[src/rtl/crc32_seq_pkg.sv]
// Shared types and constants for the CRC-32 frame sequencer.
//   seq_state_t            sequencer FSM state encoding
//   CRC32_CHECK_123456789  CRC-32 of ASCII "123456789"
//   CRC32_POLY_REFLECTED   bit-reversed IEEE 802.3 polynomial
//   DRAIN_CYCLES_DEFAULT   default settle delay of the serial engine
package crc32_seq_pkg;

    typedef enum logic [2:0] {
        StIdle,
        StInit,
        StLoad,
        StShift,
        StDrain,
        StResult
    } seq_state_t;

    localparam logic [31:0] CRC32_CHECK_123456789 = 32'hCBF43926;
    localparam logic [31:0] CRC32_POLY_REFLECTED  = 32'hEDB88320;
    localparam int unsigned DRAIN_CYCLES_DEFAULT  = 2;

endpackage

[src/rtl/serial_crc32_generator.sv]
// Bit-serial CRC-32 engine (reflected, LSB-first, init all-ones, final inversion).
//   clk          clock, rising edge
//   rst_n        asynchronous active-low reset
//   new_message  preset the LFSR to all-ones for a new message
//   enable       shift data_in into the LFSR this cycle
//   data_in      message bit
//   crc_out      registered, inverted CRC; settles two cycles after the last enable
module serial_crc32_generator
    import crc32_seq_pkg::*;
(
    input  logic        clk,
    input  logic        rst_n,
    input  logic        new_message,
    input  logic        enable,
    input  logic        data_in,
    output logic [31:0] crc_out
);

    logic [31:0] lfsr_q, lfsr_d;
    logic [31:0] crc_out_q;
    logic        fb;

    always_comb begin
        lfsr_d = lfsr_q;
        fb     = lfsr_q[0] ^ data_in;
        if (new_message) begin
            lfsr_d = '1;
        end else if (enable) begin
            lfsr_d = {1'b0, lfsr_q[31:1]} ^ (fb ? CRC32_POLY_REFLECTED : 32'h0);
        end
    end

    always_ff @(posedge clk or negedge rst_n) begin
        if (!rst_n) begin
            lfsr_q    <= '1;
            crc_out_q <= '0;
        end else begin
            lfsr_q    <= lfsr_d;
            crc_out_q <= ~lfsr_q;
        end
    end

    assign crc_out = crc_out_q;

endmodule

[src/rtl/crc32_frame_sequencer.sv]
// Byte-stream front end for the serial CRC-32 engine. Frames bytes from a
// valid/ready source, shifts them LSB-first into the engine one bit per clock,
// waits for the engine to settle and presents CRC, length and overflow on a
// held valid/ready result port.
//   clk, rst                 clock; asynchronous active-high reset
//   s_valid/s_ready          source byte handshake
//   s_data, s_last           byte and end-of-frame marker
//   abort                    synchronous frame drop (ignored in idle)
//   m_valid/m_ready          result handshake
//   m_crc, m_len, m_ovf      final CRC, saturating byte count, saturation flag
module crc32_frame_sequencer
    import crc32_seq_pkg::*;
#(
    parameter int unsigned LEN_W        = 16,
    parameter int unsigned DRAIN_CYCLES = DRAIN_CYCLES_DEFAULT
) (
    input  logic             clk,
    input  logic             rst,
    input  logic             s_valid,
    output logic             s_ready,
    input  logic [7:0]       s_data,
    input  logic             s_last,
    input  logic             abort,
    output logic             m_valid,
    input  logic             m_ready,
    output logic [31:0]      m_crc,
    output logic [LEN_W-1:0] m_len,
    output logic             m_ovf
);

    localparam int unsigned      DrainW = $clog2(DRAIN_CYCLES + 1);
    localparam logic [LEN_W-1:0] LenMax = '1;

    seq_state_t        state_q, state_d;
    logic [7:0]        shreg_q, shreg_d;
    logic              last_q, last_d;
    logic [2:0]        bit_idx_q, bit_idx_d;
    logic [DrainW-1:0] drain_q, drain_d;
    logic [LEN_W-1:0]  count_q, count_d;
    logic              ovf_q, ovf_d;
    logic [31:0]       crc_q, crc_d;

    logic              abort_act;
    logic              take;
    logic [LEN_W-1:0]  count_inc;
    logic              eng_rst_n;
    logic              eng_new;
    logic              eng_en;
    logic              eng_din;
    logic [31:0]       eng_crc;

    assign abort_act = abort && (state_q != StIdle);
    assign count_inc = (count_q == LenMax) ? LenMax : count_q + LEN_W'(1);

    always_comb begin
        state_d   = state_q;
        shreg_d   = shreg_q;
        last_d    = last_q;
        bit_idx_d = bit_idx_q;
        drain_d   = drain_q;
        count_d   = count_q;
        ovf_d     = ovf_q;
        crc_d     = crc_q;
        s_ready   = 1'b0;
        eng_new   = 1'b0;
        eng_en    = 1'b0;
        eng_din   = 1'b0;
        take      = 1'b0;

        unique case (state_q)
            StIdle: begin
                if (s_valid) state_d = StInit;
            end
            StInit: begin
                eng_new   = 1'b1;
                count_d   = '0;
                ovf_d     = 1'b0;
                bit_idx_d = '0;
                state_d   = StLoad;
            end
            StLoad: begin
                s_ready = 1'b1;
                take    = s_valid;
            end
            StShift: begin
                eng_en    = 1'b1;
                eng_din   = shreg_q[0];
                shreg_d   = {1'b0, shreg_q[7:1]};
                bit_idx_d = bit_idx_q + 3'd1;
                if (bit_idx_q == 3'd7) begin
                    if (last_q) begin
                        drain_d = DrainW'(DRAIN_CYCLES);
                        state_d = StDrain;
                    end else begin
                        // Offer the next byte on the final bit so streams run bubble-free.
                        s_ready = 1'b1;
                        take    = s_valid;
                        if (!s_valid) state_d = StLoad;
                    end
                end
            end
            StDrain: begin
                if (drain_q <= DrainW'(1)) begin
                    crc_d   = eng_crc;
                    state_d = StResult;
                end else begin
                    drain_d = drain_q - DrainW'(1);
                end
            end
            StResult: begin
                if (m_ready) state_d = StIdle;
            end
            default: state_d = StIdle;
        endcase

        if (take && !abort_act) begin
            shreg_d   = s_data;
            last_d    = s_last;
            bit_idx_d = '0;
            count_d   = count_inc;
            ovf_d     = ovf_q | (count_inc == LenMax);
            state_d   = StShift;
        end

        if (abort_act) begin
            s_ready = 1'b0;
            eng_en  = 1'b0;
            eng_din = 1'b0;
            state_d = StIdle;
        end
    end

    always_ff @(posedge clk or posedge rst) begin
        if (rst) begin
            state_q   <= StIdle;
            shreg_q   <= '0;
            last_q    <= 1'b0;
            bit_idx_q <= '0;
            drain_q   <= '0;
            count_q   <= '0;
            ovf_q     <= 1'b0;
            crc_q     <= '0;
        end else begin
            state_q   <= state_d;
            shreg_q   <= shreg_d;
            last_q    <= last_d;
            bit_idx_q <= bit_idx_d;
            drain_q   <= drain_d;
            count_q   <= count_d;
            ovf_q     <= ovf_d;
            crc_q     <= crc_d;
        end
    end

    assign m_valid   = (state_q == StResult);
    assign m_crc     = crc_q;
    assign m_len     = count_q;
    assign m_ovf     = ovf_q;
    assign eng_rst_n = ~rst;

    serial_crc32_generator u_crc (
        .clk         (clk),
        .rst_n       (eng_rst_n),
        .new_message (eng_new),
        .enable      (eng_en),
        .data_in     (eng_din),
        .crc_out     (eng_crc)
    );

endmodule

[config.mk]
export PLATFORM = sky130hd
export DESIGN_NAME = crc32_frame_sequencer
export DESIGN_NICKNAME = d
export VERILOG_FILES = /design/src/rtl/crc32_seq_pkg.sv /design/src/rtl/serial_crc32_generator.sv /design/src/rtl/crc32_frame_sequencer.sv
export SDC_FILE = /design/constraint.sdc
export NUM_CORES = 1
export LEC_CHECK = 0
export BUFFER_PORTS_ARGS = -buffer_cell sky130_fd_sc_hd__buf_2
export CORE_ASPECT_RATIO = 1.1
export CORE_MARGIN = 1
export CORE_UTILIZATION = 48
export DETAILED_ROUTE_END_ITERATION = 8
export PLACE_DENSITY_LB_ADDON = 0.25
export SLEW_MARGIN = 10
export SYNTH_ARGS = -nofsm -noshare
export SYNTH_HDL_FRONTEND = slang
export SYNTH_SLANG_ARGS = --single-unit
[constraint.sdc]
create_clock -name clk -period 5 [get_ports clk]
set_clock_uncertainty 0.05 [all_clocks]
set_input_delay 0.25 -clock clk [delete_from_list [all_inputs] [get_ports clk]]
set_output_delay 0.25 -clock clk [all_outputs]
set_load 0.03 [all_outputs]
==> results of run 1 <==
[cell usage after synthesis, drive strengths merged (5+ instances only)]
library cell	count	area, um^2
dfstp	32	841
dfrtp	98	2450
mux2	33	372
nor2	16	62.6
nand3	7	35.0
a311oi	5	50.0
xnor2	17	168
and3	6	37.5
nand2	27	101
mux2i	11	110
a211oi	8	60.1
a31oi	5	31.3
clkbuf	11	41.3
nand4	8	71.3
nor3	36	180
o21ai	13	65.1
inv	38	143
buf	23	149
a21oi	50	250
and4	6	52.6
nand2b	5	38.8
[worst max path at each step]
stage,to,slack [ps],cells past startpoint
6_report,m_len[15]$_DFFE_PP0P_,2100,8
5_1_grt,m_len[15]$_DFFE_PP0P_,1890,8
4_1_cts,m_len[15]$_DFFE_PP0P_,2090,8
3_5_place_dp,m_len[15]$_DFFE_PP0P_,2120,8
3_3_place_gp,m_len[15]$_DFFE_PP0P_,2240,8
2_1_floorplan,bit_idx_q[0]$_DFFE_PP0P_,1280,1
[per-stage QoR]
stage	area, um^2	std cells	power [W]	utilization (%)	setup WS, ps
3_3_place_gp	6020	677	0.00241	52.4	2240
3_5_place_dp	6020	677	0.00246	52.4	2120
6_report	6700	714	0.00373	58.3	2100
5_1_grt	6700	714	0.00393	58.3	1890
2_1_floorplan	5660	493	0.00222	-	1280
4_1_cts	6700	714	0.00377	58.3	2090
[sequential cells by signal, summed over array words and instances, names as in the netlist, 2 cells and up]
| signal | count |
|---|---|
| m_crc | 32 |
| u_crc.crc_out | 32 |
| u_crc.lfsr_q | 32 |
| m_len | 16 |
| shreg_q | 8 |
| bit_idx_q | 3 |
| state_q | 3 |
| drain_q | 2 |
[power by group]
group          total (W)  internal [W]  switching (W)  leakage (nW)
logic           0.000906      0.000332       0.000574          1.38
registers        0.00153       0.00136       0.000173          1.68
clock network    0.00129      0.000847       0.000446         0.295
[final cells by class]
class                   count  area, um^2
fillers                   966        4790
flip-flops and latches    130        3290
multi-input cells         291        2050
clock buffers              19         443
repair buffers             73         400
well taps                 150         188
clock inverters            13         186
inverters                  38         145
[per-layer routing]
metal  share of wire (%)  up-vias  wire (um)
li1                    -     1862          -
met3                 4.3       11        463
met2                  48      113       5230
met5                   0        -          0
met4                 1.2        0        127
met1                  46     1910       5000
[cells by family (layout without fill, tap and decap cells)]
family                     count (synthesis)  after routing  synth area share [%]
xor gates and xnor gates                  17             17                  2.96
buffers and inverters                     72            143                  5.88
AOI/OAI and AO/OA                        105            105                  12.0
DFF                                      130            130                  58.1
muxes                                     44             44                  8.50
and+or+nand+nor                          121            121                  11.6
adders and majority gates                  4              4                 0.884
[worst max-delay path: stages (launching register included)]
cell and delay [ps]:
dfrtp_1 370, ha_1 160, ha_1 220, nand2b_1 160, a2111oi_4 870, buf_4 360
and2_1 280, a31oi_1 120, a21boi_2 200
==> key figures, run 1 <==
Run status
  – Outcome: completed

Global routing
  – M3 GR Usage: 4.78%
  – GRT Overall Usage: 19.4%
  – Largest net degree at the start of global routing: 82
  – Antenna violations before repair: 0
  – GRT Max-Usage Layer: met2
  – Vias in the first global route: 3790
  – Grt met2 use: 31.3%
  – First-pass GRT wire length: 18.3 mm
  – Total grt overflow: 0
  – Met1 Track Usage GR: 25.5%

Floorplanning
  – Die H: 116 um
  – Core area: 11500 um^2
  – Initial Utilization: 49.3%
  – Die Area: 12200 um^2
  – # rows: 41
  – I/O Pins: 65
  – Die X: 106 um

CTS
  – H-tree Lvls: 4
  – Reg clk slew, reported paths: 60 ps
  – Num Clock Sinks: 130
  – Cts repair resizes: 0
  – Clock buffer depth: 2
  – Clk_lat worst skew: 410 ps
  – Hold buffers post-CTS: 5
  – Clock root buffer master: clkbuf_16
  – CTS tree: yes
  – Total CTS buffers: 17
  – Total setup buffers inserted after CTS: 0

Timing
  – RSZ-0062 raised after global routing: no
  – Final Setup Violations: 0
  – Final hold viol count: 0
  – Setup TNS: 0 ps
  – Final Max Tran Viols: 0
  – Max transition margin: 30.6%
  – Min Clock Period, post-route: 2900 ps
  – Fin crit share: 58.1%
  – Min Hold Slack: 17.2 ps
  – Worst Tran Pin Value: 1040 ps
  – Fmax: 344 MHz

Critical path
  – FF-to-FF Start: bit_idx_q[0]$_DFFE_PP0P_
  – Crit. End Element: register
  – Worst setup path startpoint: bit_idx_q[0]$_DFFE_PP0P_
  – Worst setup SP type: register
  – R2R setup slack: 2100 ps
  – Crit path arrival time: 3140 ps
  – Worst R2R End: m_len[15]$_DFFE_PP0P_
  – Worst-path fanout max: 20
  – Crit path kind: register to register
  – Data required time of the worst path: 5240 ps
  – Depth of the worst register-to-register path: 8

Yosys
  – Synth Instances: 493
  – Synth unique cells: 56
  – Synthesized Nets: 511
  – EDFF count, synth: 0
  – Syn_area_per_cell: 11.5 um^2
  – Sequential share of the synthesized area: 58.1%
  – Synth async-reset ratio: 100%
  – Flops & latches, synth: 130
  – Main synth FF type: dfrtp_1
  – Yosys warns: 0
  – Mapped cell area: 5660 um^2

Routing
  – Drt wl/cell: 15.2 um
  – Average vias per placed instance: 5.46
  – Drt initial violations: 202
  – Number of remaining DRC errors: 0
  – Final WL: 10.8 mm
  – Vias: 3896
  – Antenna-violating nets left: 0
  – Initial DRT Pass Iterations: 5

Layout
  – Commonest cells after routing, fill and taps aside: 98 x dfrtp_1, 64 x buf_2, 50 x a21oi_1
  – Area Overhead vs Synth: 18.3%
  – Most common cell after layout, fill and taps aside: dfrtp_1
  – Nets: 569
  – ANT cells: 0
  – Layout cells sized above 1: 31.6%

Power and ir drop
  – Power Density: 557 nW/um^2
  – Maximum vdd ir drop: 0.000255 V
  – Leak Pwr: 3.36 nW

Min path
  – Worst hold path type: input pin to async pin

Flow run
  – Max-Cap Viols: 0

Placed design
  – Dpl hpwl: 6.92 mm
  – RePlAce Congestion: 0.911
  – # port buffers: 64
(Power assumes the default switching activity.)
==> run 2, diff against run 1 <==
Clock period 5 ns to 2.6 ns, I/O delays scaled along.
==> run 2 against run 1 <==
Against the previous run:
- highest routed layer unchanged
- routed wire length about the same
- global-route usage increased by 0.21 points
- worst hold slack gained 35 ps
- flip-flop and latch count did not move
- die area stayed put
- register-to-register slack worse by 1900 ps
- final area up 2.2%
==> key figures, run 2 (synthesis results as in run 1) <==
Timing
  – Final Max Tran Viols: 0 (unchanged)
  – Min Hold Slack: 51.7 ps (was 17.2 ps)
  – Fin crit share: 91.6% (was 58.1%)
  – Setup TNS: 0 ps (unchanged)
  – Worst Tran Pin Value: 606 ps (was 1040 ps)
  – Final Setup Violations: 0 (unchanged)
  – RSZ-0062 raised after global routing: no (unchanged)
  – Final hold viol count: 0 (unchanged)
  – Max transition margin: 59.6% (was 30.6%)
  – Min Clock Period, post-route: 2380 ps (was 2900 ps)
  – Fmax: 420 MHz (was 344 MHz)

Routing
  – Number of remaining DRC errors: 0 (unchanged)
  – Average vias per placed instance: 5.41 (was 5.46)
  – Initial DRT Pass Iterations: 5 (unchanged)
  – Final WL: 10.8 mm (about the same)
  – Drt initial violations: 222 (was 202)
  – Drt wl/cell: 15.0 um (was 15.2 um)
  – Antenna-violating nets left: 0 (unchanged)
  – Vias: 3903 (was 3896)

Layout
  – Most common cell after layout, fill and taps aside: dfrtp_1 (unchanged)
  – Layout cells sized above 1: 31.5% (was 31.6%)
  – Nets: 576 (was 569)
  – Post-Layout Cell Count: 721 (was 714)
  – Commonest cells after routing, fill and taps aside: 98 x dfrtp_1, 64 x buf_2, 50 x a21oi_1 (unchanged)
  – ANT cells: 0 (unchanged)
  – Area Overhead vs Synth: 20.9% (was 18.3%)

Global routing
  – Largest net degree at the start of global routing: 90 (was 82)
  – Antenna violations before repair: 0 (unchanged)
  – Met1 Track Usage GR: 24.8% (was 25.5%)
  – First-pass GRT wire length: 18.6 mm (was 18.3 mm)
  – Vias in the first global route: 3882 (was 3790)
  – GRT Max-Usage Layer: met2 (unchanged)
  – GRT Overall Usage: 19.6% (was 19.4%)
  – Grt met2 use: 32.3% (was 31.3%)
  – Total grt overflow: 0 (unchanged)
  – M3 GR Usage: 5.17% (was 4.78%)

CTS
  – CTS tree: yes (unchanged)
  – H-tree Lvls: 4 (unchanged)
  – Clk_lat worst skew: 410 ps (about the same)
  – Total CTS buffers: 17 (unchanged)
  – Reg clk slew, reported paths: 60 ps (about the same)
  – Total setup buffers inserted after CTS: 0 (unchanged)
  – Clock buffer depth: 2 (unchanged)
  – Clock root buffer master: clkbuf_16 (unchanged)
  – Num Clock Sinks: 130 (unchanged)

Critical path
  – Crit path arrival time: 2620 ps (was 3140 ps)
  – CP bufs+invs: 1 (unchanged)
  – Cell-by-cell trace of the critical path: ha_1 > ha_1 > nand2b_1 > a2111oi_4 > buf_12 > and2_1 > a31oi_1 > a21boi_2 (was ha_1 > ha_1 > nand2b_1 > a2111oi_4 > buf_4 > and2_1 > a31oi_1 > a21boi_2)
  – Crit-path most repeated cell: ha_1 (unchanged)
  – Crit-path slowest cell: a2111oi_4 (unchanged)
  – Cell family with most CP delay: compound AO/OA/AOI/OAI gates (unchanged)
  – Crit. End Element: register (unchanged)
  – Crit path kind: register to register (unchanged)
  – Worst setup SP type: register (unchanged)
  – CP max stage delay: 440 ps (was 870 ps)
  – Worst-path fanout max: 38 (was 20)
  – Data required time of the worst path: 2830 ps (was 5240 ps)

Power and ir drop
  – Power Density: 1080 nW/um^2 (was 557 nW/um^2)
  – Maximum vdd ir drop: 0.000627 V (was 0.000255 V)
  – Leak Pwr: 3.43 nW (was 3.36 nW)

Placed design
  – Dpl hpwl: 6.85 mm (was 6.92 mm)
  – RePlAce Congestion: 0.867 (was 0.911)
  – # port buffers: 64 (unchanged)
  – Cells after DPL: 679 (was 677)

Floorplanning
  – Die X: 106 um (unchanged)
  – Die H: 116 um (unchanged)
  – I/O Pins: 65 (unchanged)
  – Core area: 11500 um^2 (unchanged)
  – Die Area: 12200 um^2 (unchanged)
  – # rows: 41 (unchanged)
  – Initial Utilization: 49.3% (unchanged)

Run status
  – Outcome: completed (unchanged)

Flow run
  – Max-Cap Viols: 0 (unchanged)

Min path
  – Worst hold path type: input pin to register (was input pin to async pin)
## run 2: changes by cell type in the layout (fill, tap and decap cells not counted), moves of 2 or more
cell           change
dlygate4sd3_1      +5
bufinv_16          +2
inv_6              +2
buf_12             +2
clkinvlp_4         -2
## run 2: cell type report
class | instances | area, um^2
Fill cell | 944 | 4640
Sequential cell | 130 | 3290
Multi-Input combinational cell | 291 | 2050
Timing Repair Buffer | 80 | 490
Clock buffer | 20 | 457
Clock inverter | 12 | 228
Tap cell | 150 | 188
Inverter | 38 | 146
## run 2: metal layers
metal  vias up  wire, um
met5         -         0
met2       112      5410
met1      1913      4790
met3         9       524
met4         0       101
li1       1869         -
## run 2: where the power goes
part | total (W) | internal (W) | leakage (nW) | switching [W]
registers | 0.00293 | 0.00261 | 1.68 | 0.000318
clock network | 0.00271 | 0.00186 | 0.331 | 0.000856
logic | 0.00178 | 0.000660 | 1.42 | 0.00112
total | 0.00743 | 0.00513 | 3.43 | 0.00230
## run 2: timing repair
item,4_1_cts,5_1_grt
resized for setup,0,0
hold buffers,10,0
hold endpoints to repair,28,0
## run 2: tightest hold or removal path, cell delays in order
cell	delay (ps)
buf_2	110
o32a_1	160
a21oi_1	60
## run 2: worst paths after layout
check	startpoint	to	slack [ps]	cells after the start
max	bit_idx_q[0]$_DFFE_PP0P_	m_len[15]$_DFFE_PP0P_	220	8
min	m_ready	state_q[0]$_DFFE_PP0P_	50	3
max reg2reg	bit_idx_q[0]$_DFFE_PP0P_	m_len[15]$_DFFE_PP0P_	220	8
min reg2reg	u_crc.lfsr_q[26]$_DFFE_PP1P_	u_crc.crc_out[26]$_DFF_PP0_	400	1
max in group asynchronous	rst	u_crc.lfsr_q[9]$_DFFE_PP1P_	1460	4
min in group asynchronous	rst	m_crc[26]$_DFFE_PP0P_	240	3
## run 2: metrics by stage
stage	power (W)	utilization, %	instance area [um^2]	setup WS, ps
after floorplan	0.00428	-	5670	512
after global placement	0.00467	52.8	6060	397
after CTS	0.00750	59.6	6850	241
after detailed placement	0.00474	52.8	6060	308
after global routing	0.00783	59.6	6850	32.9
final	0.00743	59.6	6850	218
==> run 3, diff against run 2 <==
Settings changed: REMOVE_ABC_BUFFERS from default to 1.
==> run 3 against run 2 <==
Against the previous run:
- flip-flop and latch count stayed put
- critical path type unchanged
- register-to-register slack improved by 110 ps
- largest cell class unchanged
- cell count rose by 0.14%
- non-clock buffer count increased by 1
==> key figures, run 3 (synthesis results as in run 1) <==
Run status
  – Outcome: completed (unchanged)

Critical path
  – Cell family with most CP delay: simple AND/OR/NAND/NOR gates (was compound AO/OA/AOI/OAI gates)
  – Crit-path slowest cell: nor4_1 (was a2111oi_4)
  – FF-to-FF Start: m_len[0]$_DFFE_PP0P_ (was bit_idx_q[0]$_DFFE_PP0P_)
  – Worst setup SP type: register (unchanged)
  – Data required time of the worst path: 2860 ps (was 2830 ps)
  – R2R setup slack: 320 ps (was 220 ps)
  – Worst-path fanout max: 11 (was 38)
  – Crit path arrival time: 2540 ps (was 2620 ps)
  – Cell-by-cell trace of the critical path: ha_1 > nand3_1 > nor4_1 > a21o_1 > a21oi_1 > a211oi_1 (was ha_1 > ha_1 > nand2b_1 > a2111oi_4 > buf_12 > and2_1 > a31oi_1 > a21boi_2)
  – Crit. End Element: register (unchanged)
  – CP max stage delay: 600 ps (was 440 ps)
  – Worst R2R End: m_len[9]$_DFFE_PP0P_ (was m_len[15]$_DFFE_PP0P_)
  – Crit path kind: register to register (unchanged)
  – Depth of the worst register-to-register path: 6 (was 8)
  – CP bufs+invs: 0 (was 1)

CTS
  – Clock buffer depth: 2 (unchanged)
  – CTS tree: yes (unchanged)
  – Reg clk slew, reported paths: 60 ps (about the same)
  – Total CTS buffers: 17 (unchanged)
  – Num Clock Sinks: 130 (unchanged)
  – Clk_lat worst skew: 410 ps (about the same)
  – H-tree Lvls: 4 (unchanged)
  – Total setup buffers inserted after CTS: 0 (unchanged)
  – Clock root buffer master: clkbuf_16 (unchanged)
  – Cts repair resizes: 0 (unchanged)

Timing
  – Final Max Tran Viols: 0 (unchanged)
  – Final Setup Violations: 0 (unchanged)
  – Min Clock Period, post-route: 2280 ps (was 2380 ps)
  – Fmax: 439 MHz (was 420 MHz)
  – Worst Tran Pin Value: 820 ps (was 606 ps)
  – Setup TNS: 0 ps (unchanged)
  – Max transition margin: 45.3% (was 59.6%)
  – RSZ-0062 raised after global routing: no (unchanged)
  – Fin crit share: 87.6% (was 91.6%)
  – Final hold viol count: 0 (unchanged)

Layout
  – Register area: 3290 um^2 (unchanged)
  – Design area: 6800 um^2 (was 6850 um^2)
  – Layout cells sized above 1: 31.5% (about the same)
  – ANT cells: 0 (unchanged)
  – Commonest cells after routing, fill and taps aside: 98 x dfrtp_1, 64 x buf_2, 50 x a21oi_1 (unchanged)
  – Most common cell after layout, fill and taps aside: dfrtp_1 (unchanged)
  – Area Overhead vs Synth: 20.0% (was 20.9%)
  – # fillers: 961 (was 944)
  – Area of the multi-input gates: 2050 um^2 (about the same)
  – Layout Utilization: 59.2% (was 59.6%)
  – Nets: 577 (was 576)

Placed design
  – Area after DPL: 6090 um^2 (was 6060 um^2)
  – RePlAce Congestion: 0.839 (was 0.867)
  – # port buffers: 64 (unchanged)
  – Dpl hpwl: 6.84 mm (was 6.85 mm)

Global routing
  – Largest net degree at the start of global routing: 131 (was 90)
  – First-pass GRT wire length: 18.6 mm (about the same)
  – Antenna violations before repair: 0 (unchanged)
  – Vias in the first global route: 3867 (was 3882)
  – Total grt overflow: 0 (unchanged)
  – GRT Overall Usage: 19.7% (was 19.6%)

Routing
  – Antenna-violating nets left: 0 (unchanged)
  – Average vias per placed instance: 5.42 (was 5.41)
  – Initial DRT Pass Iterations: 5 (unchanged)
  – Vias: 3913 (was 3903)
  – Drt wl/cell: 15.3 um (was 15.0 um)
  – Final WL: 11.0 mm (was 10.8 mm)
  – Number of remaining DRC errors: 0 (unchanged)
  – Drt initial violations: 224 (was 222)

Min path
  – Worst Hold End: state_q[0]$_DFFE_PP0P_ (unchanged)
  – HP Start: m_ready (unchanged)
  – Worst hold path type: input pin to register (unchanged)
  – Hold depth: 3 (unchanged)

Power and ir drop
  – Overall Power: 0.00721 W (was 0.00743 W)
  – Power Density: 1060 nW/um^2 (was 1080 nW/um^2)
  – Maximum vdd ir drop: 0.000574 V (was 0.000627 V)
  – Leak Pwr: 3.41 nW (was 3.43 nW)

Flow run
  – Max-Cap Viols: 0 (unchanged)

Floorplanning
  – I/O Pins: 65 (unchanged)
  – Initial Utilization: 49.3% (unchanged)
  – Die Area: 12200 um^2 (unchanged)
  – # rows: 41 (unchanged)
  – Core area: 11500 um^2 (unchanged)
  – Die H: 116 um (unchanged)
  – Die X: 106 um (unchanged)
run 3: worst max-delay path by stage:
stage                                   startpoint                       end  slack [ps]  cells after the start
after floorplan                                rst  bit_idx_q[0]$_DFFE_PP0P_       -1000                      1
after global placement        m_len[0]$_DFFE_PP0P_      m_len[9]$_DFFE_PP0P_         410                      6
after detailed placement  bit_idx_q[0]$_DFFE_PP0P_     m_len[15]$_DFFE_PP0P_         350                      8
after CTS                 bit_idx_q[0]$_DFFE_PP0P_     m_len[15]$_DFFE_PP0P_         310                      8
after global routing        state_q[1]$_DFFE_PP0P_     m_crc[13]$_DFFE_PP0P_         160                      3
final                         m_len[0]$_DFFE_PP0P_      m_len[9]$_DFFE_PP0P_         320                      6
run 3: stage by stage:
stage	hold slack (ps)	setup slack [ps]	cells
global placement	286	408	680
global route	29.5	157	722
floorplan	197	-996	459
detailed placement	294	346	680
CTS	17.2	314	722
finish	47.1	323	722
run 3: timing repair:
action | 4_1_cts | 5_1_grt
endpoints found under the hold margin | 107 | 0
endpoints found under the setup margin | 0 | 0
hold buffers | 10 | 0
run 3: final cells by class:
class	count	area share [%]
well taps	150	2.76
inverters	38	2.13
clock inverters	11	2.37
flip-flops and latches	130	48.4
clock buffers	21	6.62
repair buffers	81	7.51
multi-input cells	291	30.2
run 3: report_power, final:
group | internal [W] | leakage [nW] | switching (W)
Combinational | 0.000683 | 1.43 | 0.00113
Clock | 0.00162 | 0.301 | 0.000841
Sequential | 0.00261 | 1.68 | 0.000329
run 3: per-layer routing:
layer	wire [um]	share of wire, %	track usage [%]	up-vias
met5	0	0	0	-
met2	5550	50	32.1	111
met3	453	4.1	4.72	19
li1	-	-	-	1864
met1	4840	44	24.7	1919
met4	173	1.6	10.1	0
run 3: tightest hold or removal path, cell delays in order:
cell,delay [ps]
buf_2,100
o32a_1,160
a21oi_1,70
